--- config.mk ---
export PLATFORM = sky130hd
export DESIGN_NAME = axis_uart_tx_arbiter
export DESIGN_NICKNAME = d
export VERILOG_FILES = /design/src/rtl/axis_uart_pkg.sv /design/src/rtl/rr_arbiter.sv /design/src/rtl/axis_uart_tx_arbiter.sv
export SDC_FILE = /design/constraint.sdc
export NUM_CORES = 1
export LEC_CHECK = 0
export ABC_AREA = 1
export BUFFER_PORTS_ARGS = -buffer_cell sky130_fd_sc_hd__buf_2
export CAP_MARGIN = 20
export CORE_MARGIN = 2
export CORE_UTILIZATION = 48
export CTS_BUF_LIST = sky130_fd_sc_hd__clkbuf_2
export CTS_CLUSTER_SIZE = 10
export DETAILED_ROUTE_END_ITERATION = 10
export GPL_TIMING_DRIVEN = 0
export PLACE_DENSITY = 0.83
export RECOVER_POWER = 100
export SLEW_MARGIN = 5
export SYNTH_ARGS = -nofsm -noshare
export SYNTH_HDL_FRONTEND = slang
export SYNTH_HIERARCHICAL = 1
export SYNTH_SLANG_ARGS = --single-unit
--- constraint.sdc ---
create_clock -name aclk -period 1.6 [get_ports aclk]
set_input_delay 0.32 -clock aclk [delete_from_list [all_inputs] [get_ports aclk]]
set_output_delay 0.32 -clock aclk [all_outputs]
set_load 0.02 [all_outputs]
--- src/rtl/axis_uart_pkg.sv ---
// axis_uart_pkg: shared state enum, header marker and round-robin pick helper
package axis_uart_pkg;

    typedef enum logic [1:0] {IDLE, HEADER, PASS} arb_state_t;

    localparam logic [7:0] ARB_HDR_MARK = 8'hA0;

    // First requester after 'last' in circular order over n sources (n in 2..16);
    // scanning from the far end lets the closest hit overwrite earlier ones.
    function automatic logic [3:0] rr_pick(input logic [15:0] req, input logic [3:0] last, input int n);
        logic [3:0] r;
        int j;
        r = last;
        for (int i = 16; i >= 1; i--) begin
            j = (int'(last) + i) % n;
            if (i <= n && req[j]) r = j[3:0];
        end
        return r;
    endfunction

endpackage

--- src/rtl/rr_arbiter.sv ---
// rr_arbiter: combinational round-robin priority picker
module rr_arbiter
    import axis_uart_pkg::*;
#(
    parameter int NUM_SRC = 4
) (
    input  logic [NUM_SRC-1:0]         req,
    input  logic [$clog2(NUM_SRC)-1:0] last,
    output logic [$clog2(NUM_SRC)-1:0] idx,
    output logic                       any
);

    localparam int W = $clog2(NUM_SRC);

    // Pick the next requester after the previous winner
    always_comb begin
        any = |req;
        idx = W'(rr_pick(16'(req), 4'(last), NUM_SRC));
    end

endmodule

--- src/rtl/axis_uart_tx_arbiter.sv ---
// axis_uart_tx_arbiter: packet-granular round-robin mux of AXIS byte sources onto one UART TX sink.
// Define AXIS_UART_ARB_HEADER_EN to prefix each grant with an 8'hA0|grant_id header byte.
module axis_uart_tx_arbiter
    import axis_uart_pkg::*;
#(
    parameter int NUM_SRC   = 4,
    parameter int MAX_WORDS = 64
) (
    input  logic                       aclk,
    input  logic                       areset,
    input  logic [NUM_SRC*8-1:0]       s_tdata,
    input  logic [NUM_SRC-1:0]         s_tvalid,
    input  logic [NUM_SRC-1:0]         s_tlast,
    output logic [NUM_SRC-1:0]         s_tready,
    output logic [7:0]                 m_tdata,
    output logic                       m_tvalid,
    output logic                       m_tlast,
    input  logic                       m_tready,
    output logic [$clog2(NUM_SRC)-1:0] grant_id,
    output logic                       busy
);

    localparam int W = $clog2(NUM_SRC);

    arb_state_t state_q, state_d;
    logic [W-1:0] grant_q, grant_d, last_q, last_d, pick;
    logic [7:0]   cnt_q, cnt_d;
    logic         any;

    rr_arbiter #(.NUM_SRC(NUM_SRC)) u_rr (
        .req  (s_tvalid),
        .last (last_q),
        .idx  (pick),
        .any  (any)
    );

    assign grant_id = grant_q;
    assign busy     = state_q != IDLE;

    // State, grant and beat counter registers; last_grant starts at the top so source 0 wins first
    always_ff @(posedge aclk) begin
        if (areset) begin
            state_q <= IDLE;
            grant_q <= '0;
            last_q  <= W'(NUM_SRC - 1);
            cnt_q   <= '0;
        end else begin
            state_q <= state_d;
            grant_q <= grant_d;
            last_q  <= last_d;
            cnt_q   <= cnt_d;
        end
    end

    // Next-state logic and the combinational output mux
    always_comb begin
        state_d  = state_q;
        grant_d  = grant_q;
        last_d   = last_q;
        cnt_d    = cnt_q;
        m_tvalid = 1'b0;
        m_tdata  = 8'h00;
        m_tlast  = 1'b0;
        s_tready = '0;
        case (state_q)
            IDLE: begin
                if (any) begin
                    grant_d = pick;
                    last_d  = pick;
                    cnt_d   = '0;
`ifdef AXIS_UART_ARB_HEADER_EN
                    state_d = HEADER;
`else
                    state_d = PASS;
`endif
                end
            end
`ifdef AXIS_UART_ARB_HEADER_EN
            HEADER: begin
                m_tvalid = 1'b1;
                m_tdata  = ARB_HDR_MARK | 8'(grant_q);
                state_d  = m_tready ? PASS : HEADER;
            end
`endif
            PASS: begin
                m_tvalid = s_tvalid[grant_q];
                m_tdata  = s_tdata[{grant_q, 3'b000} +: 8];
                m_tlast  = s_tlast[grant_q] | (cnt_q == 8'(MAX_WORDS - 1));
                s_tready = m_tready ? NUM_SRC'(1) << grant_q : '0;
                if (s_tvalid[grant_q] && m_tready) begin
                    cnt_d   = cnt_q + 8'd1;
                    state_d = m_tlast ? IDLE : PASS;
                end
            end
            default: state_d = IDLE;
        endcase
    end

endmodule
---- After elaboration in Yosys (flattened, before gate mapping) ----
Index checks and enable logic that the tools add are counted.
operators by class
  add/sub/neg operators ................... 5
  reductions and logical operators ........ 12
  order comparisons ....................... 5
  shift-type cells ........................ 2
  bitwise operators ....................... 5
  eq/ne operators ......................... 4
  mux-type cells .......................... 32
operators by type and width
  cell                                                                   count
  32-bit by 6-bit variable part select with 8-bit output                 1
  3-bit by 6-bit < comparator with 1-bit output (second input constant)  4
  8-bit two-way mux                                                      3
  8-bit case mux with 2 select lines                                     1
  2-bit two-way mux                                                      7
  1-bit binary-select mux with 3-bit select                              4
  1-bit two-way mux                                                      12
  8-bit by 1-bit adder with 8-bit output (second input constant)         1
  8-bit by 6-bit == test with 1-bit output (second input constant)       1
  4-bit two-way mux                                                      2
  2-bit OR reduction                                                     4
  2-bit by 1-bit adder with 2-bit output (second input constant)         2
  2-bit adder (second input constant)                                    2
  1-bit bitwise AND (first input constant)                               4
  1-bit binary-select mux with 2-bit select                              2
  2-bit inequality test (second input constant)                          2
  2-bit case mux with 2 select lines                                     1
  2-bit AND reduction                                                    2
  2-bit nonzero test                                                     2
  4-bit OR reduction                                                     1
  1-bit by 2-bit << shifter with 4-bit output (first input constant)     1
  2-bit by 3-bit < comparator with 1-bit output (second input constant)  1
  3-bit AND reduction                                                    1
  2-bit == test (second input constant)                                  1
  3 further kinds                                                        3
word-level totals
  flip-flop bits (word level) ............. 14
  bits of input ports ..................... 43

---- Longest topological paths before layout ----
  depth in word-level cells ............... 10
  mapped depth ............................ 12

---- Hierarchy ----
Netlist, hierarchy kept.
by module, submodules not included
  module                cells each  instances  area an instance (um2)  seq. area each (um2)
  axis_uart_tx_arbiter  174         1          1024.7                  260.2
  rr_arbiter            44          1          217.7                   0.0

---- Worst setup path after synthesis ----
No wires, ideal clock.
  kind .................................... register to output
  start ................................... reg grant_q[0], in the netlist grant_id[0]
  end ..................................... out m_tdata[0]
  cell stages (with the launch flop) ...... 5
  setup slack ............................. -0.149 ns
  buffers on the path ..................... 2
  arrival ................................. 1.429 ns
  cell sequence ........................... dfxtp_1 > buf_2 > buf_4 > nand3_1 > a41oi_1
on the way
  cells in the longest elaborated chain, start to end .. 2
ends and longest elaborated chain
  item                                                    line                        RTL
  from (decl)                                             axis_uart_tx_arbiter.sv:26  logic [W-1:0] grant_q, grant_d, last_q, last_d, pick;
  from (signal assigned)                                  axis_uart_tx_arbiter.sv:49  grant_q <= grant_d;
  32-bit by 6-bit variable part select with 8-bit output  axis_uart_tx_arbiter.sv:87  m_tdata = s_tdata[{grant_q, 3'b000} +: 8];
  8-bit two-way mux                                       axis_uart_tx_arbiter.sv:65  case (state_q)
  to (decl)                                               axis_uart_tx_arbiter.sv:15  output logic [7:0] m_tdata,
Every way passes these cells.

---- Worst setup path after layout ----
  start ................................... reg grant_q[0], in the netlist grant_id[0]
  end ..................................... out m_tdata[6]
The elaborated chain is that of the path after synthesis.

==> metrics.yaml <==
cells_and_area:
  utilization_pct: 88.5
  final.fill_count: 111
  area.growth.synth_to_final_pct: 74.8
  final_cell_area_um2: 2170
  drive_above_1_share_pct: 51.2
  diodes: 0
  stdcell_count: 331
  nets: 346
global_routing:
  grt_max_degree: 11
  grt-ovfl-total: 0
  grt_pass1_wl_mm: 6.33
  antenna_found_initial: 0
  grt_usage_pct: 28.5
  grt_pass1_vias: 1571
place:
  dp.cells: 306
  place_hpwl_mm: 2.77
  io_buffer_count: 58
  placed_cell_area_um2: 1650
  gp_congestion: 0.840
  place_ws_ns: -0.0757
outcome:
  status: "finished with violations"
  violations: "setup timing"
setup_path:
  cp_num_buf_inv: 3
  timing.rr.start: "grant_id[0]$_SDFFE_PP0P_"
  crit_required_ns: 1.28
  cp.depth: 5
  crit_family: "buffers and inverters"
  end_kind: "primary output"
  cpPeakStageDelay_ns: 0.42
  critPathLaunch: "grant_id[0]$_SDFFE_PP0P_"
  critPathSlowestCell: "dfxtp_4"
  endpoint: "m_tdata[6]"
  criticalPathCategory: "register to primary output"
  path_cells: "buf_6 -> buf_12 -> nand3_1 -> a41oi_2 -> buf_4"
  reg2reg_depth: 13
  critPathMaxFanout: 10
  worstSetupStartpointType: "register"
  r2r_end: "state_q[1]$_SDFFE_PP0P_"
  r2r_slack_ns: -0.18
  crit_arrival_ns: 1.49
die:
  die_h_um: 54.9
  die_area_um2: 3010
  core_um2: 2450
  core.rowCount: 18
  die_w_um: 54.9
  ios: 60
  start_util_pct: 50.6
synthesis:
  syn_avg_cell_area_um2: 5.70
  synth_top_family_by_area: "simple AND/OR/NAND/NOR gates"
  ys_seq_area_share_pct: 20.9
  synth_adder_area_share_pct: 1.01
  synth.largest_area_cell: "nand2_1"
  synth_cells: 218
  ys_top_cells_by_area: "nand2_1, dfxtp_1, nand3_1"
  yosys_warnings: 6
  yosys.area_share.simple_pct: 51.9
  synth_compound_area_share_pct: 11.8
  ys_seq_elements: 13
  yosys.area.top_type_share_pct: 21.5
  ys_types: 25
  synth_nets: 262
  synth_xor_area_share_pct: 1.41
  synth.area.mux_share_pct: 0
  syn_area_um2: 1240
routing:
  dr.pass1.iters: 8
  drt-wirelength-per-cell_um: 18.4
  via_per_inst: 6.12
  wl_mm: 6.08
  dr.first_iter.drc_count: 115
  drc: 0
  ant_nets: 0
  via_count: 2026
power_and_ir_drop:
  power.leakage_nw: 1.04
  power_mw: 3.63
  cellPowerDensity_nw_per_um2: 1670
  ir_drop_uv: 1860
timing:
  fin_crit_sh_pct: 113
  report.final.slew_viol_count: 0
  period_needed_ns: 1.81
  max_freq_ghz: 0.553
  setup_viol: 14
  fin_ws_ns: -0.209
  fin_setup_tns_ns: -2.24
  worst_pin_slew_ns: 0.503
  hold_ws_ns: 0.449
  rsz0062_at_grt: "true"
  clock_skew_ns: 0.00208
  slew_headroom_pct: 66.4
  finalHoldViolCount: 0
clocking:
  path_clk_slew_ns: 0.14
  cts_hold_buffers: 0
  htree_levels: 1
  cts_buffers: 3
  worstSkewPairLatency_ns: 0.30
  cts_tree: "yes"
  cts_root_buffer: "clkbuf_2"
  cts.sinks: 13
  clockBufferDepth: 2
min_path:
  min_path_type: "input pin to register"
run:
  drv_cap: 0
[layout by cell type, fill, tap and decap left out, types with 3 or more instances in the layout]
cell type | Yosys | routed
nand2_2 | 9 | 19
buf_8 | 0 | 4
nor2_1 | 11 | 10
a21oi_1 | 11 | 9
a41oi_2 | 0 | 8
nand2_1 | 71 | 59
buf_6 | 2 | 10
nand3_2 | 0 | 8
clkbuf_2 | 0 | 4
dfxtp_1 | 13 | 8
nand3_1 | 48 | 40
inv_2 | 5 | 5
buf_2 | 6 | 45
inv_1 | 15 | 13
dfxtp_4 | 0 | 3
clkbuf_16 | 0 | 3
buf_4 | 1 | 24
[synthesized netlist by cell type (all sizes together)]
master  count
xor2        1
nor3        4
o21ai       2
nand3      48
a41oi       8
a21oi      11
nand2      80
nor2       11
nor3b       1
dfxtp      13
xnor2       1
clkbuf      3
o21bai      1
nand4       1
inv        21
and3        1
buf        10
ha          1
[worst min path at each step]
stage,from,cells past startpoint,slack (ns),end
after floorplan,last_q[0]$_SDFFE_PP1P_,2,0.46,last_q[0]$_SDFFE_PP1P_
after CTS,areset,2,0.45,cnt_q[2]$_SDFFE_PP0P_
after global placement,last_q[0]$_SDFFE_PP1P_,2,0.48,last_q[0]$_SDFFE_PP1P_
final,areset,2,0.45,cnt_q[5]$_SDFFE_PP0P_
after global routing,areset,2,0.45,cnt_q[6]$_SDFFE_PP0P_
after detailed placement,last_q[0]$_SDFFE_PP1P_,2,0.49,last_q[0]$_SDFFE_PP1P_
[kinds of logic after synthesis]
kind of cell,after synthesis
DFF,13
adders and majority gates,1
xor gates and xnor gates,2
buffers and inverters,34
AOI/OAI and AO/OA,22
and+or+nand+nor,146
[cell type report]
type / count / area, um^2 / share of cell area [%]
multi-input combinational: 171 / 1020 / 47.2
timing repair buffer: 79 / 571 / 26.3
clock buffer: 4 / 20.0 / 0.922
inverter: 21 / 93.8 / 4.32
tap: 30 / 37.5 / 1.73
buffer: 13 / 151 / 6.97
sequential: 13 / 274 / 12.6
[metal layers]
| metal | vias to the layer above | wire length [um] | global-route usage, % |
|---|---|---|---|
| met5 | - | 0 | 0 |
| met4 | 0 | 294 | 8.33 |
| li1 | 889 | - | - |
| met1 | 922 | 2230 | 30.6 |
| met2 | 171 | 2890 | 55.6 |
| met3 | 44 | 664 | 4.64 |
[sequential cells by signal, indices dropped and copies added (netlist names)]
| register | flops |
|---|---|
| state_q | 1 |
| last_q | 2 |
| grant_id | 2 |
| cnt_q | 8 |
[report_power, final]
part / switching, mW / leakage [nW] / internal, mW / total, mW
Combinational: 1.65 / 0.919 / 1.28 / 2.92
Sequential: 0.108 / 0.109 / 0.405 / 0.513
Clock: 0.124 / 0.0166 / 0.0662 / 0.190
[repair_timing]
item                                    4_1_cts  5_1_grt
gates resized for setup                      51       40
endpoints found under the setup margin       14       15
setup buffers                                11        6
gates cloned                                  1        3
hold endpoints to repair                      0        0
pin swaps                                     8       14
Note: power is estimated with default switching activity, not from simulation.
